### src/rtl/dig_in_event_fifo.sv
// Digital-input event FIFO on the DSP external bus.
// Watches 16 asynchronous input lines, timestamps every change with a
// prescaled free-running counter and queues {snapshot, timestamp} pairs in a
// 16-deep FIFO. The DSP drains the FIFO via bus reads. A SNAP read pops the
// head entry once the read strobe ends.
//
// Handshake: the bus front end qualifies strobes. A write acts only on the
// first cycle of write_qualified (rising edge) with a matching address. Reads
// are claimed combinationally while read_qualified is high. A SNAP read arms
// pop_pend, and the pop happens on the first edge that samples
// read_qualified low, so a multi-cycle read pops exactly once.
module dig_in_event_fifo #(
  parameter logic [7:0] ab_offset = 8'h00
) (
  input  logic        xclk,
  input  logic        reset,
  input  logic        write_qualified,
  input  logic        read_qualified,
  input  logic [7:0]  ab,
  input  logic [15:0] db_in,
  output logic [15:0] db_out,
  output logic        data_avail,
  input  logic [15:0] dig_in,
  output logic        event_irq
);

  localparam logic [7:0] BASE         = 8'h60 + ab_offset;
  localparam logic [2:0] REG_CTRL     = 3'd0;
  localparam logic [2:0] REG_STATUS   = 3'd1;
  localparam logic [2:0] REG_TSTAMP   = 3'd2;
  localparam logic [2:0] REG_SNAP     = 3'd3;
  localparam logic [2:0] REG_PRESCALE = 3'd4;
  localparam logic [4:0] DEPTH        = 5'd16;

  // ---------------------------------------------------------------------------
  // State
  // ---------------------------------------------------------------------------
  logic        enable_q,     enable_d;
  logic        irq_en_q,     irq_en_d;
  logic [15:0] prescale_q,   prescale_d;
  logic [15:0] presc_cnt_q,  presc_cnt_d;
  logic [15:0] tstamp_q,     tstamp_d;
  logic [15:0] sync1_q,      sync1_d;
  logic [15:0] sync2_q,      sync2_d;
  logic [15:0] prev_q,       prev_d;
  logic [3:0]  wr_ptr_q,     wr_ptr_d;
  logic [3:0]  rd_ptr_q,     rd_ptr_d;
  logic [4:0]  count_q,      count_d;
  logic        overflow_q,   overflow_d;
  logic        pop_pend_q,   pop_pend_d;
  logic        wq_prev_q,    wq_prev_d;
  logic        event_irq_q,  event_irq_d;
  logic [31:0] mem_q [16];

  // ---------------------------------------------------------------------------
  // Address decode and strobes
  // ---------------------------------------------------------------------------
  logic [7:0]  reg_off;
  logic        addr_hit;
  logic [2:0]  reg_sel;
  logic        wr_fire;
  logic        ctrl_wr;
  logic        presc_wr;
  logic        clear_strobe;
  logic        fifo_empty;
  logic        fifo_full;
  logic        rd_snap;
  logic        do_pop;
  logic        event_det;
  logic        push_req;
  logic        push_ok;
  logic        tick;
  logic [31:0] head_entry;
  logic [31:0] push_entry;
  logic [15:0] rd_data;

  // Offset arithmetic wraps modulo 256, so any base decodes correctly.
  assign reg_off  = ab - BASE;
  assign addr_hit = (reg_off < 8'd5);
  assign reg_sel  = reg_off[2:0];

  assign wr_fire      = write_qualified & ~wq_prev_q & addr_hit;
  assign ctrl_wr      = wr_fire & (reg_sel == REG_CTRL);
  assign presc_wr     = wr_fire & (reg_sel == REG_PRESCALE);
  assign clear_strobe = ctrl_wr & db_in[1];

  assign fifo_empty = (count_q == 5'd0);
  assign fifo_full  = (count_q == DEPTH);
  assign head_entry = mem_q[rd_ptr_q];
  assign push_entry = {sync2_q, tstamp_q};

  assign rd_snap   = read_qualified & addr_hit & (reg_sel == REG_SNAP) & ~fifo_empty;
  // Pop on the first edge after the read strobe drops; clear wins over it.
  assign do_pop    = pop_pend_q & ~read_qualified & ~fifo_empty & ~clear_strobe;
  assign event_det = enable_q & (sync2_q != prev_q);
  assign push_req  = event_det & ~clear_strobe;
  // A same-cycle pop frees a slot, so a full FIFO still accepts the push.
  assign push_ok   = push_req & (~fifo_full | do_pop);
  assign tick      = (presc_cnt_q >= prescale_q);

  // Control and prescale registers, written on the first qualified cycle only.
  always_comb begin
    enable_d   = enable_q;
    irq_en_d   = irq_en_q;
    prescale_d = prescale_q;
    wq_prev_d  = write_qualified;
    if (ctrl_wr) begin
      enable_d = db_in[0];
      irq_en_d = db_in[2];
    end
    if (presc_wr) begin
      prescale_d = db_in;
    end
  end

  // Timestamp: advances once every prescale+1 cycles, restarted by clear.
  always_comb begin
    presc_cnt_d = presc_cnt_q + 16'd1;
    tstamp_d    = tstamp_q;
    if (clear_strobe) begin
      presc_cnt_d = 16'd0;
      tstamp_d    = 16'd0;
    end else if (tick) begin
      presc_cnt_d = 16'd0;
      tstamp_d    = tstamp_q + 16'd1;
    end
  end

  // Two-stage synchronizer plus previous-value register for change detect.
  always_comb begin
    sync1_d = dig_in;
    sync2_d = sync1_q;
    prev_d  = sync2_q;
  end

  // FIFO pointers, occupancy, sticky overflow and the pending-pop flag.
  always_comb begin
    wr_ptr_d    = wr_ptr_q;
    rd_ptr_d    = rd_ptr_q;
    count_d     = count_q;
    overflow_d  = overflow_q;
    pop_pend_d  = pop_pend_q;
    event_irq_d = irq_en_q & ~fifo_empty;
    if (clear_strobe) begin
      wr_ptr_d   = 4'd0;
      rd_ptr_d   = 4'd0;
      count_d    = 5'd0;
      overflow_d = 1'b0;
      pop_pend_d = 1'b0;
    end else begin
      if (push_ok) begin
        wr_ptr_d = wr_ptr_q + 4'd1;
      end
      if (do_pop) begin
        rd_ptr_d = rd_ptr_q + 4'd1;
      end
      count_d = count_q + {4'd0, push_ok} - {4'd0, do_pop};
      if (push_req && !push_ok) begin
        overflow_d = 1'b1;
      end
      if (pop_pend_q && !read_qualified) begin
        pop_pend_d = 1'b0;
      end else if (rd_snap) begin
        pop_pend_d = 1'b1;
      end
    end
  end

  // All control state flops, asynchronously reset.
  always_ff @(posedge xclk or negedge reset) begin
    if (!reset) begin
      enable_q    <= 1'b0;
      irq_en_q    <= 1'b0;
      prescale_q  <= 16'd0;
      presc_cnt_q <= 16'd0;
      tstamp_q    <= 16'd0;
      sync1_q     <= 16'd0;
      sync2_q     <= 16'd0;
      prev_q      <= 16'd0;
      wr_ptr_q    <= 4'd0;
      rd_ptr_q    <= 4'd0;
      count_q     <= 5'd0;
      overflow_q  <= 1'b0;
      pop_pend_q  <= 1'b0;
      wq_prev_q   <= 1'b0;
      event_irq_q <= 1'b0;
    end else begin
      enable_q    <= enable_d;
      irq_en_q    <= irq_en_d;
      prescale_q  <= prescale_d;
      presc_cnt_q <= presc_cnt_d;
      tstamp_q    <= tstamp_d;
      sync1_q     <= sync1_d;
      sync2_q     <= sync2_d;
      prev_q      <= prev_d;
      wr_ptr_q    <= wr_ptr_d;
      rd_ptr_q    <= rd_ptr_d;
      count_q     <= count_d;
      overflow_q  <= overflow_d;
      pop_pend_q  <= pop_pend_d;
      wq_prev_q   <= wq_prev_d;
      event_irq_q <= event_irq_d;
    end
  end

  // Entry storage; contents are only observed through count-qualified reads.
  always_ff @(posedge xclk) begin
    if (push_ok) begin
      mem_q[wr_ptr_q] <= push_entry;
    end
  end

  // Read mux; head-entry fields read 0 while the FIFO is empty.
  always_comb begin
    rd_data = 16'h0000;
    case (reg_sel)
      REG_CTRL:     rd_data = {13'd0, irq_en_q, 1'b0, enable_q};
      REG_STATUS:   rd_data = {5'd0, overflow_q, fifo_full, fifo_empty, 3'd0, count_q};
      REG_TSTAMP:   rd_data = fifo_empty ? 16'h0000 : head_entry[15:0];
      REG_SNAP:     rd_data = fifo_empty ? 16'h0000 : head_entry[31:16];
      REG_PRESCALE: rd_data = prescale_q;
      default:      rd_data = 16'h0000;
    endcase
  end

  assign data_avail = reset & read_qualified & addr_hit;
  assign db_out     = data_avail ? rd_data : 16'h0000;
  assign event_irq  = event_irq_q;

endmodule

### config.mk
export PLATFORM = sky130hd
export DESIGN_NAME = dig_in_event_fifo
export DESIGN_NICKNAME = d
export VERILOG_FILES = /design/src/rtl/dig_in_event_fifo.sv
export SDC_FILE = /design/constraint.sdc
export NUM_CORES = 1
export LEC_CHECK = 0
export ABC_CLOCK_PERIOD_IN_PS = 9930
export CORE_ASPECT_RATIO = 1.5
export CORE_MARGIN = 2
export CORE_UTILIZATION = 45
export CTS_CLUSTER_SIZE = 24
export DETAILED_ROUTE_END_ITERATION = 8
export PLACE_DENSITY_LB_ADDON = 0.1
export SYNTH_ARGS = -nofsm -noshare
export SYNTH_HDL_FRONTEND = slang
export SYNTH_SLANG_ARGS = --single-unit
### constraint.sdc
create_clock -name xclk -period 9.93 [get_ports xclk]
set_clock_uncertainty 0.05 [all_clocks]
set_input_delay 1.986 -clock xclk [delete_from_list [all_inputs] [get_ports xclk]]
set_output_delay 1.986 -clock xclk [all_outputs]
set_load 0.02 [all_outputs]
==> out/qor.yml, run 1 <==
min_delay_path_depth: 0
grt.total_usage_pct: 22.6
grt_antenna_before_repair: 0
synthToLayoutAreaGrowth_pct: 13.8
critPathLaunchType: "input pin"
setup_viol_count_final: 0
antenna_diode_count: 0
final.fill_count: 4550
wl_per_cell_microns: 27.7
ir_drop_mv: 0.142
ys_dominant_reg_cell: "edfxtp_1"
pin_count_of_the_biggest_net_entering_global_routing: 103
worst_slew_margin_rel_pct: 27.5
insertion_delay_ns: 0.62
synth_enable_flop_cells: 512
outcome: "finished clean"
netlist.top_cell.by_area: "edfxtp_1"
worst-slew-pin-transition_ns: 1.09
routed-via-count: 13500
unrepaired_setup_endpoints_after_global_routing: "false"
rows: 106
fin_setup_tns_ns: 0
yosysUniqueCellTypes: 71
max_fo_critical_path: 9
total_power_mw: 5.59
drt-initial-drc-count: 1166
cts_setup_buffers: 0
report.final.hold_viol_count: 0
worst_setup_path_startpoint: "ab[5]"
grt_remaining_overflow: 0
core_region_area_sq_mm: 0.0554
tritoncts: "built"
dr.pass1.iters: 5
cap_violations: 0
share_of_yosys_cell_area_claimed_by_the_top_area_cell_type_pct: 61.2
hold_path_class: "reg -> reg"
power-per-cell-area_mw_per_mm2: 195
cts_buffers: 59
layout_common_cells: "edfxtp_1 (512), dfrtp_1 (111), nand2_1 (109)"
cts-hold-fix-buffers: 0
critPathArrivalTime_ns: 5.91
min_from: "sync1_q[13]"
clk_pin_slew_ns: 0.07
floorplan.initialDensity_pct: 45.3
detailed_place_hpwl_mm: 35.7
drive_above_1_share_pct: 16.4
drcViolationCount: 0
design.die.area_sq_mm: 0.0578
reg2reg_depth: 10
syn_inst: 1465
postRouteWirelength_mm: 63.6
cts_num_sinks: 627
asyncSetResetFlopFracSynth_pct: 18.3
rr_startpoint: "count_q[2]"
worstPathRequired_ns: 7.89
synth.area.top_cells: "edfxtp_1 (61%), dfrtp_1 (11%), mux4_2 (8.2%)"
route.antenna.remaining_nets: 0
nets: 1620
htree_num_levels: 2
buffer_type_at_the_clock_tree_root: "clkbuf_16"
period_needed_ns: 7.95
yosysWarnings: 0
crit_path_end_kind: "output pin"
yosysSeqAreaShare_pct: 72.7
area_of_the_mapped_netlist_sq_mm: 0.0251
max_slew_violations: 0
routed_via_density: 5.90
power.leakage_nw: 9.15
dieHeight_microns: 293
design.portCount: 62
number_of_buffers_added_on_ports: 61
die_width_microns: 197
syn_avg_cell_area_sq_um: 17.1
post_cts_resized: 0
min_period_over_period_pct: 80.0
place.gp.congestion: 0.770
clockBufferDepth: 3
class_of_the_most_critical_setup_path: "in -> out"
most_common_cell_after_layout_fill_and_taps_aside: "edfxtp_1"
syn-num-nets: 1539
first_global_vias: 14000
synth.ff_latch_count: 627
grt_first_pass_wirelength_mm: 93.4
max_freq_mhz: 126
synth_stat cells (6+ instances only):
cell / n
a2111oi_0: 6
a211oi_1: 6
a21oi_1: 45
a221oi_1: 24
a22oi_1: 13
a31oi_1: 15
and2_1: 18
and3_1: 8
buf_1: 6
buf_2: 19
buf_4: 7
clkbuf_1: 43
dfrtp_1: 115
edfxtp_1: 512
ha_1: 29
inv_1: 27
mux2i_1: 77
mux4_2: 91
nand2_1: 109
nand3_1: 37
nand4_1: 8
nor2_1: 58
nor2b_1: 11
nor3_1: 11
nor4_1: 7
o211ai_1: 11
o21ai_0: 35
xnor2_1: 22
xor2_1: 27
path summary, 6_finish.rpt:
kind                                 end  slack, ns
max in group asynchronous    sync1_q[14]       7.25
max reg2reg                mem_q[10][30]       5.60
max                           db_out[15]       1.98
min                           prev_d[13]       0.29
min in group asynchronous      event_irq       1.31
min reg2reg                   prev_d[13]       0.29
flip-flops by register name (all words and copies together) (netlist names), 4 cells and up:
| signal | flops |
|---|---|
| prev_d | 16 |
| prev_q | 16 |
| sync1_q | 16 |
| rd_ptr_q | 4 |
| prescale_q | 16 |
| mem_q | 512 |
| tstamp_q | 16 |
| wr_ptr_q | 4 |
| presc_cnt_q | 16 |
| count_q | 5 |
metal layers:
layer	part of all wire, %	GRT usage (%)	vias to the layer above
met3	5.8	3.35	97
met4	2.7	6.62	0
met5	0	0	-
li1	-	-	5929
met1	42	30.7	7086
met2	50	37.9	434
logic make-up after synthesis:
| kind of cell | count (synthesis) | synth area share, % |
|---|---|---|
| adders and majority gates | 30 | 1.52 |
| and+or+nand+nor | 294 | 5.77 |
| xor gates and xnor gates | 49 | 1.71 |
| DFF | 627 | 72.7 |
| AOI/OAI and AO/OA | 192 | 5.24 |
| muxes | 171 | 11.4 |
| buffers and inverters | 102 | 1.72 |
report_power, final:
group / leakage, nW / total (mW) / internal [mW] / switching [mW]
Combinational: 2.53 / 0.335 / 0.154 / 0.181
Sequential: 5.69 / 2.97 / 2.89 / 0.0818
Clock: 0.932 / 2.28 / 1.29 / 0.988
Total: 9.15 / 5.59 / 4.33 / 1.25
cell type report:
type	instances	area (sq um)	area share, %
flip-flops and latches	627	18300	63.9
multi-input cells	736	6500	22.8
clock buffers	74	1590	5.55
repair buffers	95	880	3.08
well taps	702	878	3.07
clock inverters	36	364	1.27
inverters	27	101	0.355
worst max-delay path, stage by stage:
cell and delay (ns):
clkdlybuf4s50_1 0.43, ha_1 0.30, or4b_4 0.59, nor3_1 0.53, nand3_1 0.57, buf_4 0.40, nor3_1 0.40, clkdlybuf4s50_1 0.69
through the flow:
step	setup slack, ns	hold slack [ns]	util, %	cells	cell area, sq um
finish	1.98	0.294	51.5	2297	28600
global route	1.91	0.303	51.5	2297	28600
CTS	2.04	0.293	51.5	2297	28600
detailed placement	2.05	0.285	48.0	2187	26600
global placement	2.06	0.282	48.0	2187	26600
floorplan	3.07	0.281	-	1465	25100
(Power assumes the default switching activity.)
==> run 2, diff against run 1 <==
Settings changed: ABC_CLOCK_PERIOD_IN_PS 9930 to 6400.
Clock period 9.93 ns to 6.4 ns, I/O delays scaled along.
==> run 2 against run 1 <==
Net effect:
- setup slack worse by 1.5 ns
- routed wire length is 1.2% lower
- die area is the same
- clock-buffer cell count grew 6
- power is 54% higher
- register-to-register slack got worse by 3.2 ns
- global-route usage down 0.34 points
- largest power group unchanged
- highest routed layer is now met5
==> out/qor.yml, run 2 (synthesis gave the netlist of run 1 again) <==
ir_drop_mv: 0.210
crit_path_end_kind: "output pin"
cap_violations: 0
route.antenna.remaining_nets: 0
cts-hold-fix-buffers: 0
detailed_place_hpwl_mm: 36.4
wl_per_cell_microns: 27.2
rows: 106
fin_setup_tns_ns: 0
min_from: "sync1_q[13]"
worst-slew-pin-transition_ns: 1.07
routed_via_density: 5.87
worst_slew_margin_rel_pct: 28.6
critPathArrivalTime_ns: 4.55
place.gp.congestion: 0.773
placed_cell_area_sq_mm: 0.0268
synthToLayoutAreaGrowth_pct: 14.1
tritoncts: "built"
switching_power_mw: 1.92
worstPathRequired_ns: 5.07
cts_num_sinks: 627
drt-initial-drc-count: 1051
cp_slowest_stage_delay_ns: 0.72
combinationalPowerShare_pct: 6.1
die_width_microns: 197
min_period_over_period_pct: 91.9
first_global_vias: 13900
rr_startpoint: "prev_d[11]"
buffer_type_at_the_clock_tree_root: "clkbuf_16"
insertion_delay_ns: 0.63
htree_num_levels: 2
dieHeight_microns: 293
outcome: "finished clean"
pin_count_of_the_biggest_net_entering_global_routing: 68
most_common_cell_after_layout_fill_and_taps_aside: "edfxtp_1"
drive_above_1_share_pct: 16.3
clockBufferDepth: 3
design.die.area_sq_mm: 0.0578
floorplan.initialDensity_pct: 45.3
dr.pass1.iters: 5
power.share.switching_pct: 22.3
cts_setup_buffers: 0
max_slew_violations: 0
routed-via-count: 13500
post_cts_resized: 0
worst_setup_path_startpoint: "ab[5]"
grt.total_usage_pct: 22.2
largest_register_ff_count: 512
period_needed_ns: 5.88
nets: 1630
fin_area_sq_mm: 0.0287
number_of_buffers_added_on_ports: 61
cp_slowest_cell: "clkdlybuf4s50_1"
antenna_diode_count: 0
hold_path_class: "reg -> reg"
p_seq_share_pct: 53.7
class_of_the_most_critical_setup_path: "in -> out"
setup_viol_count_final: 0
design.portCount: 62
max_fo_critical_path: 17
critPathLaunchType: "input pin"
power-per-cell-area_mw_per_mm2: 300
intPower_mw: 6.68
postRouteWirelength_mm: 62.8
area.sequential_sq_mm: 0.0183
power.leakage_nw: 9.22
total_power_mw: 8.60
power_frac_clock_pct: 40.2
max_flop_register: "mem_q"
cts_buffers: 59
max_freq_mhz: 170
timing.hold.ws_ns: 0.302
grt_first_pass_wirelength_mm: 91.7
drcViolationCount: 0
clk_pin_slew_ns: 0.06
grt_remaining_overflow: 0
timing.critical_path.cells: "clkdlybuf4s50_1 -> ha_1 -> or4b_4 -> nor3_1 -> nand3_1 -> buf_4 -> nor3_1 -> clkdlybuf4s50_1"
unrepaired_setup_endpoints_after_global_routing: "false"
grt_antenna_before_repair: 3
final.fill_count: 4598
finalCoreUtilization_pct: 51.7
core_region_area_sq_mm: 0.0554
layout_common_cells: "edfxtp_1 (512), dfrtp_1 (111), nand2_1 (109)"
area_used_by_multi_input_combinational_logic_sq_mm: 0.00650
report.final.hold_viol_count: 0
run 2: changes by cell type in the layout (fill, tap and decap cells not counted), sizes merged:
| cell | change |
|---|---|
| inv | +2 |
| clkbuf | +6 |
| clkdlybuf4s50 | -2 |
| bufinv | -1 |
| clkinv | +3 |
| buf | +12 |
| clkinvlp | -10 |
run 2: layer usage:
metal	vias up	track usage (%)	routed length (microns)
met2	377	37.7	31800
li1	5941	-	-
met4	6	6.97	1730
met5	-	0	33
met1	7108	29.4	26100
met3	108	3.72	3180
run 2: cell type report:
type,instances,area share (%)
well taps,702,3.06
flip-flops and latches,627,63.7
multi-input cells,736,22.7
clock inverters,30,1.02
clock buffers,80,5.57
repair buffers,105,3.58
inverters,27,0.354
run 2: per-stage QoR:
step | worst slack [ns] | cells
floorplan | 0.245 | 1465
global placement | 0.585 | 2197
detailed placement | 0.581 | 2197
CTS | 0.544 | 2307
global route | 0.361 | 2307
finish | 0.519 | 2307
run 2: critical path, delay by kind of cell:
kind | cells | cell delay, ns
adder cells (fa/ha/maj) | 1 | 0.30
buffers and inverters | 3 | 1.42
AND/OR/NAND/NOR | 4 | 1.54
run 2: worst paths after layout:
kind,to,slack (ns),cells after the start
max,db_out[15],0.52,8
min,prev_d[13],0.30,0
max reg2reg,count_q[4],2.42,11
min reg2reg,prev_d[13],0.30,0
max in group asynchronous,sync1_q[0],4.43,2
min in group asynchronous,count_q[2],0.58,1
run 2: power groups by stage:
stage	registers, mW	clock network [mW]	logic (mW)
after global placement	4.70	0	0.525
after detailed placement	4.70	0	0.533
after CTS	4.62	3.54	0.536
after global routing	4.63	3.69	0.589
final	4.62	3.46	0.528
after floorplan	4.64	0	0.381
